### src/rtl/alu_serdes_pkg.sv
// Shared types and helpers for the bit-serial ALU front/back end.
package alu_serdes_pkg;

  // Sequencer-side state of the serial transfer engine.
  typedef enum logic [1:0] {
    SERDES_IDLE = 2'd0,
    SERDES_RUN  = 2'd1,
    SERDES_RESP = 2'd2
  } serdes_state_e;

  // The chunk counter must be able to hold the full chunk count itself,
  // so it needs one bit more than the index width.
  function automatic int serdes_cnt_bits(input int n_chunks);
    return $clog2(n_chunks) + 1;
  endfunction

endpackage

### src/rtl/alu_serdes_shift_reg.sv
// Multi-bit serial shift register: parallel load, NSHIFT bits enter at the
// MSB end and leave from the LSB end on each enabled cycle.
module serial_shift_reg #(
  parameter int WIDTH  = 16,
  parameter int NSHIFT = 2
) (
  input  logic              clk,
  input  logic              rst_n,
  input  logic              i_load,
  input  logic [WIDTH-1:0]  i_load_val,
  input  logic              i_shift,
  input  logic [NSHIFT-1:0] i_sin,
  output logic [WIDTH-1:0]  o_q,
  output logic [NSHIFT-1:0] o_sout
);

  logic [WIDTH-1:0] r_q;

  // Load has priority over shift; shifting pulls i_sin in at the top.
  always_ff @(posedge clk or negedge rst_n) begin
    if (!rst_n) begin
      r_q <= '0;
    end else if (i_load) begin
      r_q <= i_load_val;
    end else if (i_shift) begin
      r_q <= {i_sin, r_q[WIDTH-1:NSHIFT]};
    end
  end

  assign o_q    = r_q;
  assign o_sout = r_q[NSHIFT-1:0];

endmodule

### src/rtl/alu_serdes.sv
// Parallel-to-serial operand feeder and serial-to-parallel result collector
// sitting in front of the bit-serial ALU.
module alu_serdes
  import alu_serdes_pkg::*;
#(
  parameter int REG_BITS = 8,
  parameter int NSHIFT   = 2
) (
  input  logic                  clk,
  input  logic                  rst_n,
  input  logic                  req_valid,
  output logic                  req_ready,
  input  logic                  req_pair,
  input  logic                  req_capture,
  input  logic [2*REG_BITS-1:0] req_operand1,
  input  logic [2*REG_BITS-1:0] req_operand2,
  output logic                  alu_op_valid,
  input  logic                  alu_op_done,
  input  logic                  alu_active,
  output logic [NSHIFT-1:0]     alu_data_in1,
  output logic [NSHIFT-1:0]     alu_data_in2,
  input  logic [NSHIFT-1:0]     alu_data_out,
  output logic                  rsp_valid,
  input  logic                  rsp_ready,
  output logic [2*REG_BITS-1:0] rsp_data,
  output logic                  busy
);

  localparam int WORD_W   = 2 * REG_BITS;
  localparam int N_CHUNKS = WORD_W / NSHIFT;
  localparam int CNT_W    = serdes_cnt_bits(N_CHUNKS);
  localparam int SH_W     = $clog2(WORD_W) + 1;
  localparam logic [CNT_W-1:0] CNT_MAX  = CNT_W'(N_CHUNKS);
  localparam logic [CNT_W-1:0] CNT_HALF = CNT_W'(N_CHUNKS / 2);

  serdes_state_e    r_state;
  serdes_state_e    w_state_next;
  logic [CNT_W-1:0] r_cnt;
  logic             r_pair;
  logic             r_capture;
  logic             w_load;
  logic             w_shift;
  logic             w_done_fire;
  logic [CNT_W-1:0] w_gap;
  logic [SH_W-1:0]  w_shamt;
  logic [WORD_W-1:0] w_res_q;
  logic [WORD_W-1:0] w_op1_q_unused;
  logic [WORD_W-1:0] w_op2_q_unused;
  logic [NSHIFT-1:0] w_res_sout_unused;

  // Operand 1: parallel load on accept, streamed out LSB first.
  serial_shift_reg #(.WIDTH(WORD_W), .NSHIFT(NSHIFT)) u_op1 (
    .clk        (clk),
    .rst_n      (rst_n),
    .i_load     (w_load),
    .i_load_val (req_operand1),
    .i_shift    (w_shift),
    .i_sin      ({NSHIFT{1'b0}}),
    .o_q        (w_op1_q_unused),
    .o_sout     (alu_data_in1)
  );

  // Operand 2: same shape as operand 1.
  serial_shift_reg #(.WIDTH(WORD_W), .NSHIFT(NSHIFT)) u_op2 (
    .clk        (clk),
    .rst_n      (rst_n),
    .i_load     (w_load),
    .i_load_val (req_operand2),
    .i_shift    (w_shift),
    .i_sin      ({NSHIFT{1'b0}}),
    .o_q        (w_op2_q_unused),
    .o_sout     (alu_data_in2)
  );

  // Result: cleared on accept, ALU output enters at the MSB end.
  serial_shift_reg #(.WIDTH(WORD_W), .NSHIFT(NSHIFT)) u_res (
    .clk        (clk),
    .rst_n      (rst_n),
    .i_load     (w_load),
    .i_load_val ({WORD_W{1'b0}}),
    .i_shift    (w_shift),
    .i_sin      (alu_data_out),
    .o_q        (w_res_q),
    .o_sout     (w_res_sout_unused)
  );

  // State register; reset drops straight to IDLE, discarding any partial op.
  always_ff @(posedge clk or negedge rst_n) begin
    if (!rst_n) begin
      r_state <= SERDES_IDLE;
    end else begin
      r_state <= w_state_next;
    end
  end

  // Chunk counter (saturating) and request flags latched at accept.
  always_ff @(posedge clk or negedge rst_n) begin
    if (!rst_n) begin
      r_cnt     <= '0;
      r_pair    <= 1'b0;
      r_capture <= 1'b0;
    end else if (w_load) begin
      r_cnt     <= '0;
      r_pair    <= req_pair;
      r_capture <= req_capture;
    end else if (w_shift && (r_cnt != CNT_MAX)) begin
      r_cnt <= r_cnt + 1'b1;
    end
  end

  // Next-state and handshake outputs, decoded from the registered state.
  always_comb begin
    w_state_next = r_state;
    req_ready    = 1'b0;
    alu_op_valid = 1'b0;
    rsp_valid    = 1'b0;
    w_load       = 1'b0;
    w_shift      = 1'b0;
    unique case (r_state)
      SERDES_IDLE: begin
        req_ready = 1'b1;
        if (req_valid) begin
          w_load       = 1'b1;
          w_state_next = SERDES_RUN;
        end
      end
      SERDES_RUN: begin
        alu_op_valid = 1'b1;
        if (alu_active) begin
          w_shift = 1'b1;
          if (alu_op_done) begin
            w_state_next = r_capture ? SERDES_RESP : SERDES_IDLE;
          end
        end
      end
      SERDES_RESP: begin
        rsp_valid = 1'b1;
        if (rsp_ready) begin
          w_state_next = SERDES_IDLE;
        end
      end
      default: begin
        w_state_next = SERDES_IDLE;
      end
    endcase
  end

  assign w_done_fire = (r_state == SERDES_RUN) && alu_active && alu_op_done;
  assign busy        = (r_state != SERDES_IDLE);

  // Collected chunks sit at the top of the result register; slide them down
  // so a short transfer comes out right-aligned.
  assign w_gap    = CNT_MAX - r_cnt;
  assign w_shamt  = SH_W'(int'(w_gap) * NSHIFT);
  assign rsp_data = w_res_q >> w_shamt;

  // An 8-bit operation should never stream more than one register's worth.
  a_narrow_len: assert property (@(posedge clk) disable iff (!rst_n)
    w_done_fire |-> (r_pair || (r_cnt < CNT_HALF)));

endmodule

### config.mk
export PLATFORM = sky130hd
export DESIGN_NAME = alu_serdes
export DESIGN_NICKNAME = d
export VERILOG_FILES = /design/src/rtl/alu_serdes_pkg.sv /design/src/rtl/alu_serdes_shift_reg.sv /design/src/rtl/alu_serdes.sv
export SDC_FILE = /design/constraint.sdc
export NUM_CORES = 1
export LEC_CHECK = 0
export CORE_UTILIZATION = 55
export DETAILED_ROUTE_END_ITERATION = 10
export HOLD_SLACK_MARGIN = 0.12
export PLACE_DENSITY = 0.86
export SETUP_SLACK_MARGIN = 0.3
export SLEW_MARGIN = 20
export SYNTH_ARGS = -nofsm -noshare
export SYNTH_HDL_FRONTEND = slang
export SYNTH_SLANG_ARGS = --single-unit
### constraint.sdc
create_clock -name clk -period 4.24 [get_ports clk]
set_input_delay 0.848 -clock clk [delete_from_list [all_inputs] [get_ports clk]]
set_output_delay 0.848 -clock clk [all_outputs]
set_load 0.02 [all_outputs]
# --- Word-level counts from Yosys, hierarchy flattened ---
# Cells that the tools add are included.
totals:
  regBits: 55
  out_inout_bits: 24
  wordCells: 43
classes:
  n_addsub: 2
  n_eq_ne: 7
  shifts: 1
  muxes: 21
  n_reduce_logical: 6
op_table:
  columns: ["cell", "count"]
  rows:
  - ["16-bit 2-to-1 mux", 6]
  - ["16-bit by 5-bit right shift with 16-bit output", 1]
  - ["2-bit 2-to-1 mux", 5]
  - ["4-bit 2-to-1 mux", 2]
  - ["2-bit inequality test (second input constant)", 4]
  - ["1-bit 2-to-1 mux", 7]
  - ["2-bit one-hot mux with 3 select lines", 1]
  - ["2-bit nonzero test", 3]
  - ["4-bit by 1-bit adder with 4-bit output (second input constant)", 1]
  - ["4-bit inequality test (second input constant)", 1]
  - ["4-bit AND reduction", 1]
  - ["4-bit subtractor (first input constant)", 1]
  - ["2-bit by 1-bit equality test with 1-bit output (second input constant)", 1]
  - ["2-bit equality test (second input constant)", 1]
  - ["2-bit zero test", 1]
  - ["1-bit logical AND", 1]

# --- Depth between registers and ports, before layout ---
# Gate-level depths: netlist (run 1).
depth:
  ltp_word: 5
  mapped_depth: 8
  mapped_depth_nobuf: 5

# --- Modules after synthesis ---
# Synthesis (run 1) repeated with hierarchy kept, for this count alone.
unflattened:
  hier_cells: 334
  area_unflattened_um2: 3264.4
by_module_without_submodules:
  columns: ["module", "n_inst", "cells_each", "area_each_um2"]
  rows:
  - ["serial_shift_reg", 3, 71, 759.5]
  - ["alu_serdes", 1, 121, 985.9]

# --- Worst setup path before layout (run 1) ---
# OpenSTA, ideal clock, no wires.
synth_path:
  path_kind: "register to output"
  startpoint: "register r_cnt[0]"
  endpoint: "output port rsp_data[4]"
  t_arrival_ns: 1.985
  required_ns: 3.392
  path_slack_ns: 1.407
  stages_incl_launch_ff: 8
  path_buffers: 3
  cell_sequence: "dfrtp_1 buf_6 inv_1 ha_1 buf_2 buf_2 or3_1 a21oi_1"
synth_via:
  elab_chain_len: 2
synth_rtl:
  columns: ["element", "line", "source"]
  rows:
  - ["from (decl)", "alu_serdes.sv:38", "logic [CNT_W-1:0] r_cnt;"]
  - ["from (signal assigned)", "alu_serdes.sv:107", "r_cnt <= r_cnt + 1'b1;"]
  - ["4-bit subtractor", "alu_serdes.sv:153", "assign w_gap = CNT_MAX - r_cnt;"]
  - ["16-bit by 5-bit right shift with 16-bit output", "alu_serdes.sv:155", "assign rsp_data = w_res_q >> w_shamt;"]
  - ["to (decl)", "alu_serdes.sv:25", "output logic [2*REG_BITS-1:0] rsp_data,"]
# No other way between the ends.

# --- Worst setup path in the final report (run 1) ---
layout_path:
  startpoint: "register r_cnt[1]"
  endpoint: "output port rsp_data[0]"
# Same word-level chain as after synthesis.

==> run summary, run 1 <==
status = completed
final wirelength = 6.584 mm
Gate Count Post-Synth = 339
distinct cell type count of the synthesized netlist = 41
CTS tree = yes
row count = 26
port bufs = 64
ranking of synthesized cells by area = dfrtp_1 (46%), nand2_1 (12%), a31oi_1 (5.2%)
endpoints failing setup = 0
Total GRT Usage = 0.2403
Die ar. = 5785 sq um
hold slack = 0.4999 ns
antenna cells = 0
post-synthesis register bit count = 55
routed length per instance = 14.31 microns
Detail Placement HPWL = 4.520 mm
highest clock rate = 277.1 MHz
Setup crit end kind = primary output
via count = 2564
Post-synth EDFFs = 0
initial antenna violation count = 0
First-pass DRT Iterations = 4
largest net degree at the start of global routing = 53
Crit Reg-Reg Startpoint = r_state[1]
Layout Nets = 433
CP max stage cell = clkdlybuf4s50_1
Non-Filler Instances = 460
type of the worst setup path = reg -> out
P_leak = 0.001567 uW
Slew Limit Fails = 0
Die X = 76.06 microns
first-pass GRT wire length = 11.19 mm
flop2flop setup slack = 2.24 ns
GR Overflow Total = 0
crit-path cells = inv_1 -> ha_1 -> buf_4 -> mux2i_1 -> mux2_2 -> o22ai_1 -> clkdlybuf4s50_1
num ports = 66
worst endpoint required time = 3.39 ns
DRC marker count from the first detailed-route iteration = 177
root buffer cell = clkbuf_8
most frequent cell after synthesis = nand2_1
top cells by count, synth = nand2_1 (95), dfrtp_1 (55), nor2_1 (35)
ys async rst share = 1.000
layout cells sized above 1 = 0.07436
Max FO, Critical Path = 15
placed insts = 452
RR Endpoint = u_op2.o_q[7]
cts repair resizes = 0
Inserted Clock Buffers = 5
final hold viol count = 0
Synth Flop Type = dfrtp_1
Worst-Skew Late Latency = 0.31 ns
Pwr Density = 644.0 nW/um^2
clk buf depth = 2
vias in the first global route = 2418
Critical Path Source = r_cnt[1]
crit start category = register
worst r2r path cells = 4
clk sinks = 55
Initial Utilization = 0.5796
antenna viol nets, final = 0
period utilisation layout = 0.8512
area grow syn2layout = 24.39%
Max IR drop VDD = 0.3833 mV
via-per-instance ratio = 5.574
Tmin final = 3.609 ns
# DRC = 0
largest area contributor in the netlist = dfrtp_1
setup TNS = 0 ns
Worst Tran Pin Value = 0.8512 ns
Yosys Warn Count = 0
CP max stage delay = 0.63 ns
Layout Skew = 0.008788 ns
worst hold path type = reg -> reg
clk slew on worst S/H paths = 0.10 ns
Worst Setup EP = rsp_data[0]
MaxCap Viol Count = 0
Placeable Area = 5205 sq um
H-tree levels = 2
syn avg cell area = 8.899 sq um
Yosys top cell area share = 0.4562
Hold-fix buffers, CTS = 0
Worst Path Arrival = 2.76 ns
worst hold stages = 2
worst setup margin = 0.6307 ns
sequential share of the synthesized area = 0.4562
normalized max-slew margin = 0.4326
Syn Nets = 383
gp weighted congestion = 0.8986
DIE HEIGHT = 76.06 microns
postcts setup bufs = 0
pre-CTS WS = 1.009 ns
RSZ-0062 raised after global routing = false
Netlist Area Pre-Place = 3017 sq um
[flip-flops by register name, summed over array words and instances, names as in the netlist]
register   count
r_cnt          4
u_res.o_q     16
u_op1.o_q     16
r_capture      1
r_state        2
u_op2.o_q     16
[area by class of cell]
type | count | area [sq um]
clock buffer | 6 | 72.57
clock inverter | 2 | 60.06
fill | 407 | 1453
inverter | 8 | 30.03
multi-input combinational | 248 | 1438
sequential | 55 | 1376
tap | 70 | 87.58
timing repair buffer | 71 | 688.2
[worst min path at each step]
| stage | start | to | slack, ns |
|---|---|---|---|
| 2_1_floorplan | r_capture | r_capture | 0.45 |
| 3_3_place_gp | r_capture | r_capture | 0.47 |
| 5_1_grt | r_capture | r_capture | 0.54 |
| 4_1_cts | r_capture | r_capture | 0.50 |
| 3_5_place_dp | r_capture | r_capture | 0.48 |
| 6_report | r_capture | r_capture | 0.50 |
[through the flow]
step                      instance area (sq um)  utilization  power, uW
after global routing                       3752       0.7209       2581
after floorplan                            3017            -       1729
after detailed placement                   3620       0.6954       2014
final                                      3752       0.7209       2417
after CTS                                  3752       0.7209       2422
after global placement                     3620       0.6954       1967
[kinds of logic after synthesis]
logic type / share of synthesized area
flip-flops: 0.4562
XOR/XNOR: 0.008297
AO/OA/AOI/OAI: 0.1448
buffers and inverters: 0.06719
multiplexers: 0.09291
adder cells (fa/ha/maj): 0.008294
AND/OR/NAND/NOR: 0.2223
[routing by layer]
metal,global-route usage,share of wire,vias to the layer above,wire length [microns]
met1,0.3315,0.46,1219,3047
met2,0.3918,0.48,78,3156
met3,0.04311,0.045,8,298
met4,0.06923,0.012,0,80
li1,-,-,1259,-
met5,0,0,-,0
[critical path: cells and delay by family (launching register included)]
kind / cells / cell delay (ns)
multiplexers: 2 / 0.42
adder cells (fa/ha/maj): 1 / 0.41
buffers and inverters: 3 / 0.98
AO/OA/AOI/OAI: 1 / 0.15
flip-flops: 1 / 0.50
[cell usage in the layout, fill, tap and decap left out, drive strengths merged, types with 3 or more instances in the layout]
master and n:
a31oi 25, dfrtp 55, o21ai 5, a21oi 23
clkdlybuf4s50 63, nand2 95, nand3 10, buf 8
o22ai 5, nor3 3, mux2i 9, clkbuf 6
mux4 7, nor2 35, a22o 5, inv 8
[report_power, final]
group / internal (uW) / switching, uW
logic: 480 / 638
registers: 729 / 162
clock network: 236 / 171
total: 1440 / 972
Note: power is estimated with default switching activity, not from simulation.
==> inputs of run 2 (changes only) <==
- SLEW_MARGIN: 20 -> 40
==> run 2 against run 1 <==
Non-clock buffer count stayed put. Routed wire length is 0.18% lower. Sequential cell count stayed put. Critical path depth stayed put. Worst hold slack worse by 0.013 ns. Clock skew hardly changed. Final cell count stayed put.
==> run summary, run 2 (same netlist as run 1, synthesis figures left out) <==
# DRC = 0
commonest non-fill, non-tap cell in the layout = nand2_1
Max IR drop VDD = 0.3833 mV
clk slew on worst S/H paths = 0.10 ns
period utilisation layout = 0.8507
First-pass DRT Iterations = 4
Placeable Area = 5205 sq um
CTS tree = yes
final hold viol count = 0
routed length per instance = 14.29 microns
Pwr Density = 643.7 nW/um^2
Die X = 76.06 microns
flop2flop setup slack = 2.24 ns
Layout Nets = 433
H-tree levels = 2
met2 WL = 3.183 mm
port bufs = 64
endpoints failing setup = 0
Inserted Clock Buffers = 5
Worst-Skew Late Latency = 0.31 ns
Die ar. = 5785 sq um
num ports = 66
Worst Tran Pin Value = 0.7367 ns
postcts setup bufs = 0
via count = 2574
final wirelength = 6.572 mm
worst hold path type = in -> async
initial antenna violation count = 0
most frequent cells in the layout = nand2_1 (95), clkdlybuf4s50_1 (63), dfrtp_1 (55)
via-per-instance ratio = 5.596
Layout Skew = 0.009188 ns
Detail Placement HPWL = 4.520 mm
Max FO, Critical Path = 15
GR Overflow Total = 0
Hold-fix buffers, CTS = 0
Slew Limit Fails = 0
gp weighted congestion = 0.8986
crit start category = register
antenna viol nets, final = 0
antenna cells = 0
setup TNS = 0 ns
type of the worst setup path = reg -> out
Setup crit end kind = primary output
DP Area = 3620 sq um
P_leak = 0.001568 uW
Finished Cell Area = 3755 sq um
worst endpoint required time = 3.39 ns
normalized max-slew margin = 0.5089
largest net degree at the start of global routing = 53
status = completed
RSZ-0062 raised after global routing = false
Total GRT Usage = 0.2403
area grow syn2layout = 24.47%
met1 WL = 3.049 mm
root buffer cell = clkbuf_8
DR WL met3 = 258 microns
DIE HEIGHT = 76.06 microns
Initial Utilization = 0.5796
clk buf depth = 2
vias in the first global route = 2418
Tmin final = 3.607 ns
first-pass GRT wire length = 11.19 mm
MaxCap Viol Count = 0
highest routed layer = met4
cts repair resizes = 0
highest clock rate = 277.3 MHz
layout cells sized above 1 = 0.07436
clk sinks = 55
DRC marker count from the first detailed-route iteration = 177
Worst Path Arrival = 2.76 ns
row count = 26
run 2: cell count changes in the layout (fill, tap and decap cells not counted):
| cell | before | now |
|---|---|---|
| buf_2 | 1 | 0 |
| buf_4 | 7 | 8 |
run 2: power by group:
part	switching (uW)	internal [uW]	total [uW]
registers	162	729	891
clock network	172	236	408
logic	638	480	1120
total	972	1450	2420
run 2: metal layers:
metal	GRT usage	up-vias
met4	0.06923	0
met3	0.04311	8
li1	-	1259
met1	0.3315	1240
met2	0.3918	67
met5	0	-
run 2: path summary, 6_finish.rpt:
check                                     to       start  cells after the start
worst max-delay path             rsp_data[0]    r_cnt[1]                      7
worst min-delay path            u_op2.o_q[4]       rst_n                      1
worst max register to register  u_op2.o_q[7]  r_state[1]                      4
worst min register to register     r_capture   r_capture                      2
max in group asynchronous         r_state[1]       rst_n                      2
min in group clk                   r_capture   r_capture                      2
run 2: layout make-up:
| cell class | count | area, sq um |
|---|---|---|
| clock buffers | 6 | 72.57 |
| inverters | 8 | 30.03 |
| repair buffers | 71 | 690.7 |
| clock inverters | 2 | 60.06 |
| multi-input cells | 248 | 1438 |
| well taps | 70 | 87.58 |
| fillers | 406 | 1450 |
| flip-flops and latches | 55 | 1376 |
run 2: metrics by stage:
step	setup slack, ns	hold slack (ns)	utilization	total power, uW	instances
after floorplan	1.407	0.4453	-	1729	339
after global placement	1.023	0.4744	0.6954	1967	452
after detailed placement	1.009	0.4801	0.6954	2014	452
after CTS	0.6555	0.5026	0.7209	2422	460
after global routing	0.4788	0.5225	0.7214	2581	460
final	0.6332	0.4864	0.7214	2417	460
run 2: critical path, stage by stage, from the launching register on:
cell and delay [ns]:
dfrtp_1 0.50, inv_1 0.08, ha_1 0.40, buf_4 0.27, mux2i_1 0.12, mux2_2 0.30, o22ai_1 0.15, clkdlybuf4s50_1 0.63
==> inputs of run 3 (changes only) <==
- CTS_CLUSTER_DIAMETER: unset -> 50
==> results of run 3 <==
Same layout as run 2: the final DEF is identical, and so are final timing and power.
